$ cat src/rtl/pea_pkg.sv
// Shared PEA definitions: datapath width and the output-collector state encoding.
package pea_pkg;

   localparam int N_BITS         = 16;
   localparam int OUT_COLL_DEPTH = 4;

   typedef enum logic [1:0] {
      IDLE,
      RUN,
      DRAIN,
      DONE
   } out_coll_state_t;

endpackage

$ cat src/rtl/s_out_fifo.sv
// Registered FIFO with synchronous flush; read data always comes from the
// stored head entry, never from the write port.
module s_out_fifo #(
   parameter int DEPTH = 4,
   parameter int W     = 17
) (
   input  logic                     clk_i,
   input  logic                     rst_n_i,
   input  logic                     push_i,
   input  logic                     pop_i,
   input  logic                     flush_i,
   input  logic [W-1:0]             wdata_i,
   output logic [W-1:0]             rdata_o,
   output logic                     full_o,
   output logic                     empty_o,
   output logic [$clog2(DEPTH):0]   count_o
);

   localparam int AW = $clog2(DEPTH);

   logic [W-1:0]  mem_q [DEPTH];
   logic [AW-1:0] wr_ptr_q, wr_ptr_d;
   logic [AW-1:0] rd_ptr_q, rd_ptr_d;
   logic [AW:0]   count_q,  count_d;
   logic          do_push, do_pop;

   assign full_o  = (count_q == (AW+1)'(DEPTH));
   assign empty_o = (count_q == '0);
   assign count_o = count_q;
   assign rdata_o = mem_q[rd_ptr_q];

   // A pop frees the slot being written in the same cycle, so push-while-full is legal then.
   assign do_push = push_i && (!full_o || pop_i);
   assign do_pop  = pop_i && !empty_o;

   always_comb begin
      wr_ptr_d = wr_ptr_q;
      rd_ptr_d = rd_ptr_q;
      count_d  = count_q;
      if (flush_i) begin
         wr_ptr_d = '0;
         rd_ptr_d = '0;
         count_d  = '0;
      end else begin
         if (do_push) wr_ptr_d = wr_ptr_q + 1'b1;
         if (do_pop)  rd_ptr_d = rd_ptr_q + 1'b1;
         unique case ({do_push, do_pop})
            2'b10:   count_d = count_q + 1'b1;
            2'b01:   count_d = count_q - 1'b1;
            default: count_d = count_q;
         endcase
      end
   end

   // NOTE: non-blocking assignments for all state so every register samples pre-edge values.
   always_ff @(posedge clk_i or negedge rst_n_i) begin
      if (!rst_n_i) begin
         wr_ptr_q <= '0;
         rd_ptr_q <= '0;
         count_q  <= '0;
      end else begin
         wr_ptr_q <= wr_ptr_d;
         rd_ptr_q <= rd_ptr_d;
         count_q  <= count_d;
      end
   end

   // NOTE: storage is deliberately not reset; entries are only observed once count says valid.
   always_ff @(posedge clk_i) begin
      if (do_push && !flush_i) mem_q[wr_ptr_q] <= wdata_i;
   end

endmodule

$ cat src/rtl/s_pe_out_collector.sv
// Captures PE results into a FIFO, re-emits them on a valid/ready stream with
// a job-end 'last' tag, and back-pressures the PEA instead of dropping data.
module s_pe_out_collector
   import pea_pkg::*;
#(
   parameter int DEPTH = OUT_COLL_DEPTH,
   parameter int LEN_W = 16
) (
   input  logic              clk_i,
   input  logic              rst_n_i,
   input  logic              start_i,
   input  logic [LEN_W-1:0]  reg_out_len_i,
   input  logic              mage_done_i,
   input  logic [N_BITS-1:0] pe_res_i,
   input  logic              pe_valid_i,
   output logic              pea_ready_o,
   output logic [N_BITS-1:0] stream_data_o,
   output logic              stream_valid_o,
   output logic              stream_last_o,
   input  logic              stream_ready_i,
   output logic              busy_o,
   output logic              done_o
);

   localparam int CW = $clog2(DEPTH) + 1;

   out_coll_state_t  state_q, state_d;
   logic [LEN_W-1:0] len_q, len_d;
   logic [LEN_W-1:0] acc_cnt_q, acc_cnt_d;

   logic              fifo_full, fifo_empty;
   logic [CW-1:0]     fifo_count;
   logic [N_BITS:0]   head;
   logic              accept, pop, is_last;

   assign is_last = (acc_cnt_q == len_q - LEN_W'(1));
   assign accept  = (state_q == RUN) && (len_q != '0) && pe_valid_i && !fifo_full;
   assign pop     = !fifo_empty && stream_ready_i;

   // Depends on registered state and count only, never on stream_ready_i.
   assign pea_ready_o    = (state_q != RUN) || (fifo_count < CW'(DEPTH));
   assign stream_valid_o = !fifo_empty;
   assign stream_data_o  = fifo_empty ? '0 : head[N_BITS-1:0];
   assign stream_last_o  = !fifo_empty && head[N_BITS];
   assign busy_o         = (state_q != IDLE);
   assign done_o         = (state_q == DONE);

   s_out_fifo #(
      .DEPTH (DEPTH),
      .W     (N_BITS + 1)
   ) u_fifo (
      .clk_i   (clk_i),
      .rst_n_i (rst_n_i),
      .push_i  (accept),
      .pop_i   (pop),
      .flush_i (mage_done_i),
      .wdata_i ({is_last, pe_res_i}),
      .rdata_o (head),
      .full_o  (fifo_full),
      .empty_o (fifo_empty),
      .count_o (fifo_count)
   );

   // NOTE: every always_comb output gets a default first so no latch is inferred.
   always_comb begin
      state_d   = state_q;
      len_d     = len_q;
      acc_cnt_d = acc_cnt_q;
      unique case (state_q)
         IDLE: begin
            if (start_i) begin
               len_d     = reg_out_len_i;
               acc_cnt_d = '0;
               state_d   = RUN;
            end
         end
         RUN: begin
            // A zero-length job spends one cycle here, then completes with no output.
            if (len_q == '0) begin
               state_d = DONE;
            end else if (accept) begin
               acc_cnt_d = acc_cnt_q + LEN_W'(1);
               if (is_last) state_d = DRAIN;
            end
         end
         DRAIN: begin
            if (pop && head[N_BITS]) state_d = DONE;
         end
         DONE: begin
            state_d = IDLE;
         end
         default: state_d = IDLE;
      endcase
      if (mage_done_i) begin
         state_d   = IDLE;
         acc_cnt_d = '0;
      end
   end

   always_ff @(posedge clk_i or negedge rst_n_i) begin
      if (!rst_n_i) begin
         state_q   <= IDLE;
         len_q     <= '0;
         acc_cnt_q <= '0;
      end else begin
         state_q   <= state_d;
         len_q     <= len_d;
         acc_cnt_q <= acc_cnt_d;
      end
   end

endmodule

$ cat config.mk
export PLATFORM = sky130hd
export DESIGN_NAME = s_pe_out_collector
export DESIGN_NICKNAME = d
export VERILOG_FILES = /design/src/rtl/pea_pkg.sv /design/src/rtl/s_out_fifo.sv /design/src/rtl/s_pe_out_collector.sv
export SDC_FILE = /design/constraint.sdc
export NUM_CORES = 1
export LEC_CHECK = 0
export BUFFER_PORTS_ARGS = -buffer_cell sky130_fd_sc_hd__buf_2
export CORE_UTILIZATION = 50
export CTS_CLUSTER_DIAMETER = 80
export DETAILED_ROUTE_END_ITERATION = 8
export PLACE_DENSITY = 0.69
export SLEW_MARGIN = 20
export SYNTH_ARGS = -nofsm -noshare
export SYNTH_HDL_FRONTEND = slang
export SYNTH_HIERARCHICAL = 1
export SYNTH_SLANG_ARGS = --single-unit
$ cat constraint.sdc
create_clock -name clk_i -period 3.2 [get_ports clk_i]
set_input_delay 0.32 -clock clk_i [delete_from_list [all_inputs] [get_ports clk_i]]
set_output_delay 0.32 -clock clk_i [all_outputs]
set_load 0.01 [all_outputs]
==> impl_metrics.toml, run 1 <==
[clocking]
clk_pin_slew_ns = 0.11
clock_sinks = 109
clk-insertion-delay-late_ns = 0.36
clockRootBuffer = "clkbuf_8"
postCtsSetupBuffers = 0
cts_tree = "yes"
post_cts_resized = 0
cts_buffers = 9
clk_path_buf_depth = 2
ctsHtreeMaxLevel = 3
postCtsHoldBufs = 0

[sta]
slew_headroom_pct = 51.3
rsz0062_at_grt = "no"
finalHoldViolations = 0
setup_viol = 0
fin_tns_setup_ns = 0
period_share_pct = 85.6
clock_skew_ns = 0.0119
maxSlewViolCount = 0
fmax_ghz = 0.365
finalCriticalPeriod_ns = 2.74
tightestPinTransition_ns = 0.729

[worst_setup_path]
critical_path.max_fanout = 7
cp_slowest_cell = "or4_1"
start_kind = "register"
required_ns = 3.48
cp_slowest_stage_delay_ns = 0.53
crit_path_end_kind = "register"
cp_cell_sequence = "nor4_4 -> buf_4 -> and2b_1 -> nand3_1 -> nand2_2 -> nor2_1 -> nand2b_1 -> nor2_1 -> fa_1 -> or4_1 -> a31oi_1"
crit_top_cell = "nor2_1"
reg2reg_from = "len_q[2]"
rr_endpoint = "u_fifo/count_o[2]"
r2r.worst_path.cells = 11
rrSetupSlack_ns = 0.46
cp.arrival_ns = 3.02
path_class = "register to register"

[synth]
syn-num-nets = 462
async_flop_share_pct = 37.6
ys_top_cells_by_count = "68 x edfxtp_1, 41 x dfrtp_1, 24 x nor2_1"
ys_seq_area_share_pct = 55.8
synth_area_um2 = 5500
synth_ff_type = "edfxtp_1"
synth_edf_count = 68
synth_area_leaders = "edfxtp_1 37%, dfrtp_1 19%, mux4_2 7.0%, mux2_2 3.5%, ha_1 2.7%"
synth.top_cell.area_share_pct = 37.2
synthCells = 411
yosysWarnings = 6
yosysMostFrequentCell = "edfxtp_1"
yosys.area.top_type = "edfxtp_1"
synth_seq_cells = 109
yosysUniqueCellTypes = 66
syn_area_per_cell_um2 = 13.4

[placement]
dpl_cell_area_um2 = 5960
io_buffer_count = 58
dp_hpwl_um = 7410
place_congestion = 0.815

[routing]
drtIter0Drc = 206
drtPass1Iterations = 4
viasPerCell = 5.51
drt-total-wl_um = 10400
drc_errors = 0
wl_per_cell_um = 16.9
vias = 3400
antenna_left = 0

[floorplan]
initial_utilization_pct = 52.3
die-area_um2 = 11400
die_x_um = 107
rows = 37
die_y_um = 107
coreArea_um2 = 10500
ios = 59

[power_and_ir_drop]
sw_frac_of_total_pct = 33.6
power.internal_w = 0.00246
seq_power_share_pct = 50.0
peakVddDrop_uv = 285
power_leakage_nw = 2.40
powerDensity_nw_per_um2 = 601
switchingPower_w = 0.00125
clkPwrFrac_pct = 20.8
combPwrFrac_pct = 29.2

[global_route]
gr-usage-all-layers_pct = 19.9
grt_start_max_net_pins = 42
grt_pass1_wl_um = 17300
overflow = 0
grt_pass1_vias = 3419
antenna_found_initial = 0

[finish]
nNetsFinal = 527
seqCellArea_um2 = 3070
diodes = 0
multi_input_area_um2 = 2260
area_growth_syn_to_layout_pct = 12.4
fillCellCount = 824
design_area_um2 = 6180
drive_gt1_share_pct = 30.6

[run_status]
outcome = "complete, no violations"

[hold_path]
hold_depth = 1
hp-class = "input pin to register"
min_from = "pe_res_i[1]"
min_to = "u_fifo/mem_q[0][1]"

[run]
cap_violations = 0
per-stage QoR:
stage / util [%] / std cells / power (W) / setup slack (ns) / hold slack (ns)
6_report: 58.8 / 617 / 0.00371 / 0.462 / 0.165
5_1_grt: 58.8 / 617 / 0.00393 / 0.263 / 0.153
4_1_cts: 58.4 / 615 / 0.00374 / 0.445 / 0.145
3_5_place_dp: 56.7 / 599 / 0.00297 / 0.500 / 0.528
3_3_place_gp: 56.7 / 599 / 0.00293 / 0.583 / 0.494
2_1_floorplan: - / 411 / 0.00266 / 0.383 / 0.0244
cell families (layout without fill, tap and decap cells):
kind of cell,Yosys count,after routing,share of synthesized area [%]
and+or+nand+nor,127,127,14.0
DFF,109,109,55.8
AOI/OAI and AO/OA,69,69,9.47
muxes,35,35,10.6
buffers and inverters,35,105,3.14
xor gates and xnor gates,23,23,3.80
adders and majority gates,13,13,3.10
worst max-delay path: cells and delay by family (launching register included):
kind / cells / cell delay [ns]
AND/OR/NAND/NOR: 8 / 1.39
flip-flops: 1 / 0.49
AO/OA/AOI/OAI: 1 / 0.19
buffers and inverters: 1 / 0.17
adder cells (fa/ha/maj): 1 / 0.40
power by group through the flow:
| stage | logic (W) | clock network (W) | registers (W) |
|---|---|---|---|
| after floorplan | 0.000838 | 0 | 0.00182 |
| after global placement | 0.00106 | 0 | 0.00187 |
| after detailed placement | 0.00108 | 0 | 0.00189 |
| after CTS | 0.00109 | 0.000792 | 0.00186 |
| after global routing | 0.00121 | 0.000846 | 0.00188 |
| final | 0.00108 | 0.000773 | 0.00185 |
cells in the final DEF (no fill, tap or decap), drive strengths merged, types with 2 or more instances in the layout:
| cell type | Yosys | layout |
|---|---|---|
| nor2b | 21 | 21 |
| o311ai | 2 | 2 |
| a41oi | 2 | 2 |
| and2 | 7 | 7 |
| mux2 | 17 | 17 |
| inv | 16 | 19 |
| xor2 | 12 | 12 |
| or4 | 2 | 2 |
| a311o | 2 | 2 |
| ha | 12 | 12 |
| nand4 | 3 | 3 |
| nand2 | 14 | 14 |
| a21oi | 8 | 8 |
| xnor2 | 11 | 11 |
| and3 | 10 | 10 |
| nor3 | 8 | 8 |
| edfxtp | 68 | 68 |
| dfrtp | 41 | 41 |
| buf | 14 | 72 |
| o21ai | 26 | 26 |
| clkbuf | 5 | 10 |
| a211oi | 4 | 4 |
| a21o | 2 | 2 |
| nor2 | 24 | 24 |
| or3 | 2 | 2 |
| o31ai | 9 | 9 |
| nand2b | 15 | 15 |
| nor3b | 2 | 2 |
| nand3b | 4 | 4 |
| nand3 | 6 | 6 |
| nor4b | 3 | 3 |
| nor4 | 2 | 2 |
| a31oi | 3 | 3 |
| o221ai | 2 | 2 |
| clkinv | 0 | 2 |
| mux4 | 17 | 17 |
registers in the layout, summed over array words and instances, names as in the netlist:
signal           cells
acc_cnt_q           16
len_q               16
u_fifo/wr_ptr_q      2
u_fifo/count_o       3
u_fifo/mem_q        68
u_fifo/rd_ptr_q      2
state_q              2
area by class of cell:
type / count / area share (%)
sequential: 109 / 49.7
timing repair buffer: 73 / 7.09
inverter: 16 / 0.972
multi-input combinational: 267 / 36.6
tap: 136 / 2.75
clock buffer: 10 / 2.07
clock inverter: 6 / 0.871
layer usage:
metal | global-route usage, % | share of wire, % | up-vias
met2 | 33.5 | 49 | 67
met4 | 5.38 | 1.1 | 0
met3 | 3.28 | 3.6 | 8
li1 | - | - | 1662
met1 | 26.8 | 46 | 1663
met5 | 0 | 0 | -
worst max path at each step:
| stage | start | end | slack, ns | cells after the start |
|---|---|---|---|---|
| 2_1_floorplan | u_fifo/count_o[2] | u_fifo/count_o[2] | 0.38 | 9 |
| 3_3_place_gp | len_q[2] | u_fifo/count_o[2] | 0.58 | 11 |
| 3_5_place_dp | len_q[2] | u_fifo/count_o[2] | 0.50 | 11 |
| 4_1_cts | len_q[2] | u_fifo/count_o[2] | 0.44 | 11 |
| 5_1_grt | len_q[2] | u_fifo/count_o[2] | 0.26 | 11 |
| 6_report | len_q[2] | u_fifo/count_o[2] | 0.46 | 11 |
Note: power is estimated with default switching activity, not from simulation.
==> run 2: changes to the inputs <==
SYNTH_HIERARCHICAL = default   (was 1)
==> run 2 against run 1 <==
Effect of this change:
- register-to-register slack better by 0.08 ns
- sequential power increased by 3%
- critical path depth shrank 2
- critical path type unchanged
==> impl_metrics.toml, run 2 <==
[power_and_ir_drop]
powerDensity_nw_per_um2 = 732
power.internal_w = 0.00281
seq_power_share_pct = 44.3
switchingPower_w = 0.00151
p_total_w = 0.00431
peakVddDrop_uv = 448
power_leakage_nw = 2.22
sw_frac_of_total_pct = 35.0
combPwrFrac_pct = 35.7
clkPwrFrac_pct = 19.9

[finish]
largest_reg_flops = 68
regMostFlops = "u_fifo.mem_q"
layout_commonest_cell = "edfxtp_1"
nNetsFinal = 504
top_regs = "u_fifo.mem_q (68), acc_cnt_q (16), len_q (16)"
utilization_pct = 59.2
area_growth_syn_to_layout_pct = 13.0
drive_gt1_share_pct = 27.5
final_cell_mix = "68 x edfxtp_1, 58 x buf_2, 41 x dfrtp_1"
design_area_um2 = 5890
diodes = 0

[global_route]
grt_pass1_vias = 3276
gr-usage-all-layers_pct = 19.6
grt_start_max_net_pins = 42
grt_pass1_wl_um = 16300
antenna_found_initial = 0
overflow = 0

[sta]
tightestPinTransition_ns = 0.927
finalHoldViolations = 0
maxSlewViolCount = 0
setup_viol = 0
period_share_pct = 83.1
fmax_ghz = 0.376
rsz0062_at_grt = "no"
finalCriticalPeriod_ns = 2.66
clock_skew_ns = 0.0113
slew_headroom_pct = 38.2
fin_tns_setup_ns = 0

[routing]
drt-total-wl_um = 9720
drtPass1Iterations = 4
antenna_left = 0
wl_per_cell_um = 16.5
viasPerCell = 5.48
vias = 3236
drtIter0Drc = 166
drc_errors = 0

[floorplan]
die_y_um = 104
initial_utilization_pct = 52.4
die_x_um = 104
coreArea_um2 = 9950
die-area_um2 = 10800
ios = 59
rows = 36

[worst_setup_path]
reg2reg_from = "len_q[0]"
rrSetupSlack_ns = 0.54
required_ns = 3.49
critical_path.max_fanout = 5
start_kind = "register"
crit_path_end_kind = "register"
r2r.worst_path.cells = 9
path_class = "register to register"
cp.arrival_ns = 2.95
rr_endpoint = "state_q[0]"

[synth]
synth_area_leaders = "edfxtp_1 39%, dfrtp_1 20%, mux4_2 6.9%, xnor2_1 4.9%, mux2_2 3.5%"
synth_seq_cells = 109
ys_seq_area_share_pct = 58.8
syn_area_per_cell_um2 = 13.4
synthCells = 390
synth.top_cell.area_share_pct = 39.1
ys_top_cells_by_count = "68 x edfxtp_1, 41 x dfrtp_1, 29 x xnor2_1"
synth_area_um2 = 5220
yosys.area.top_type = "edfxtp_1"
synth_edf_count = 68
async_flop_share_pct = 37.6
yosysMostFrequentCell = "edfxtp_1"
synth_ff_type = "edfxtp_1"
yosysUniqueCellTypes = 52
yosysWarnings = 0
syn-num-nets = 441

[clocking]
clockRootBuffer = "clkbuf_8"
clk_pin_slew_ns = 0.10
cts_buffers = 9
postCtsSetupBuffers = 0
post_cts_resized = 0
clk_path_buf_depth = 2
clock_sinks = 109
ctsHtreeMaxLevel = 3
cts_tree = "yes"
clk-insertion-delay-late_ns = 0.38
postCtsHoldBufs = 0

[hold_path]
hp-class = "input pin to asynchronous set/reset pin"

[placement]
io_buffer_count = 58
dp_hpwl_um = 6950
dpl_cell_area_um2 = 5680
place_congestion = 0.873

[run_status]
outcome = "complete, no violations"

[run]
cap_violations = 0
-- run 2: layer usage --
| layer | vias up | GRT usage (%) | part of all wire [%] |
|---|---|---|---|
| li1 | 1563 | - | - |
| met1 | 1584 | 23.5 | 42 |
| met2 | 80 | 34.4 | 52 |
| met3 | 9 | 5.01 | 4.8 |
| met4 | 0 | 6.33 | 1.2 |
| met5 | - | 0 | 0 |
-- run 2: through the flow --
stage,worst slack [ns],std cells,hold WS [ns]
CTS,0.535,591,0.0876
detailed placement,0.536,575,0.508
finish,0.540,591,0.0680
floorplan,0.773,390,0.0244
global route,0.291,591,0.125
global placement,0.650,575,0.512
-- run 2: layout make-up --
cell class | instances | area [um^2]
Sequential cell | 109 | 3070
Multi-Input combinational cell | 252 | 2030
Inverter | 12 | 45.0
Tap cell | 133 | 166
Clock inverter | 7 | 88.8
Timing Repair Buffer | 69 | 373
Clock buffer | 9 | 124
Fill cell | 799 | 4060
-- run 2: worst max-delay path, stage by stage, from the launching register on --
cell	delay, ns
dfrtp_1	0.45
inv_1	0.10
ha_1	0.17
or3b_1	0.47
nor3_2	0.17
xnor2_1	0.08
nor4_1	0.30
o2111ai_1	0.23
or3_1	0.38
a211oi_1	0.23
-- run 2: worst max-delay path by stage --
stage | startpoint | to | slack (ns) | cells after the start
floorplan | len_q[0] | state_q[0] | 0.77 | 10
global placement | len_q[0] | state_q[0] | 0.65 | 9
detailed placement | len_q[7] | u_fifo.count_o[1] | 0.54 | 8
CTS | len_q[7] | u_fifo.count_o[1] | 0.53 | 8
global route | len_q[7] | u_fifo.count_o[1] | 0.29 | 8
finish | len_q[0] | state_q[0] | 0.54 | 9
-- run 2: kinds of logic after synthesis --
group | Yosys count | share of synthesized area (%)
AO/OA/AOI/OAI | 42 | 5.35
XOR/XNOR | 35 | 5.88
adder cells (fa/ha/maj) | 13 | 3.26
buffers and inverters | 29 | 2.30
flip-flops | 109 | 58.8
multiplexers | 35 | 10.9
AND/OR/NAND/NOR | 127 | 13.5
-- run 2: power groups by stage --
stage	registers (W)	logic, W	clock network (W)
after floorplan	0.00185	0.00117	0
after global placement	0.00193	0.00154	0
after detailed placement	0.00194	0.00156	0
after CTS	0.00191	0.00157	0.000890
after global routing	0.00195	0.00171	0.000938
final	0.00191	0.00154	0.000860
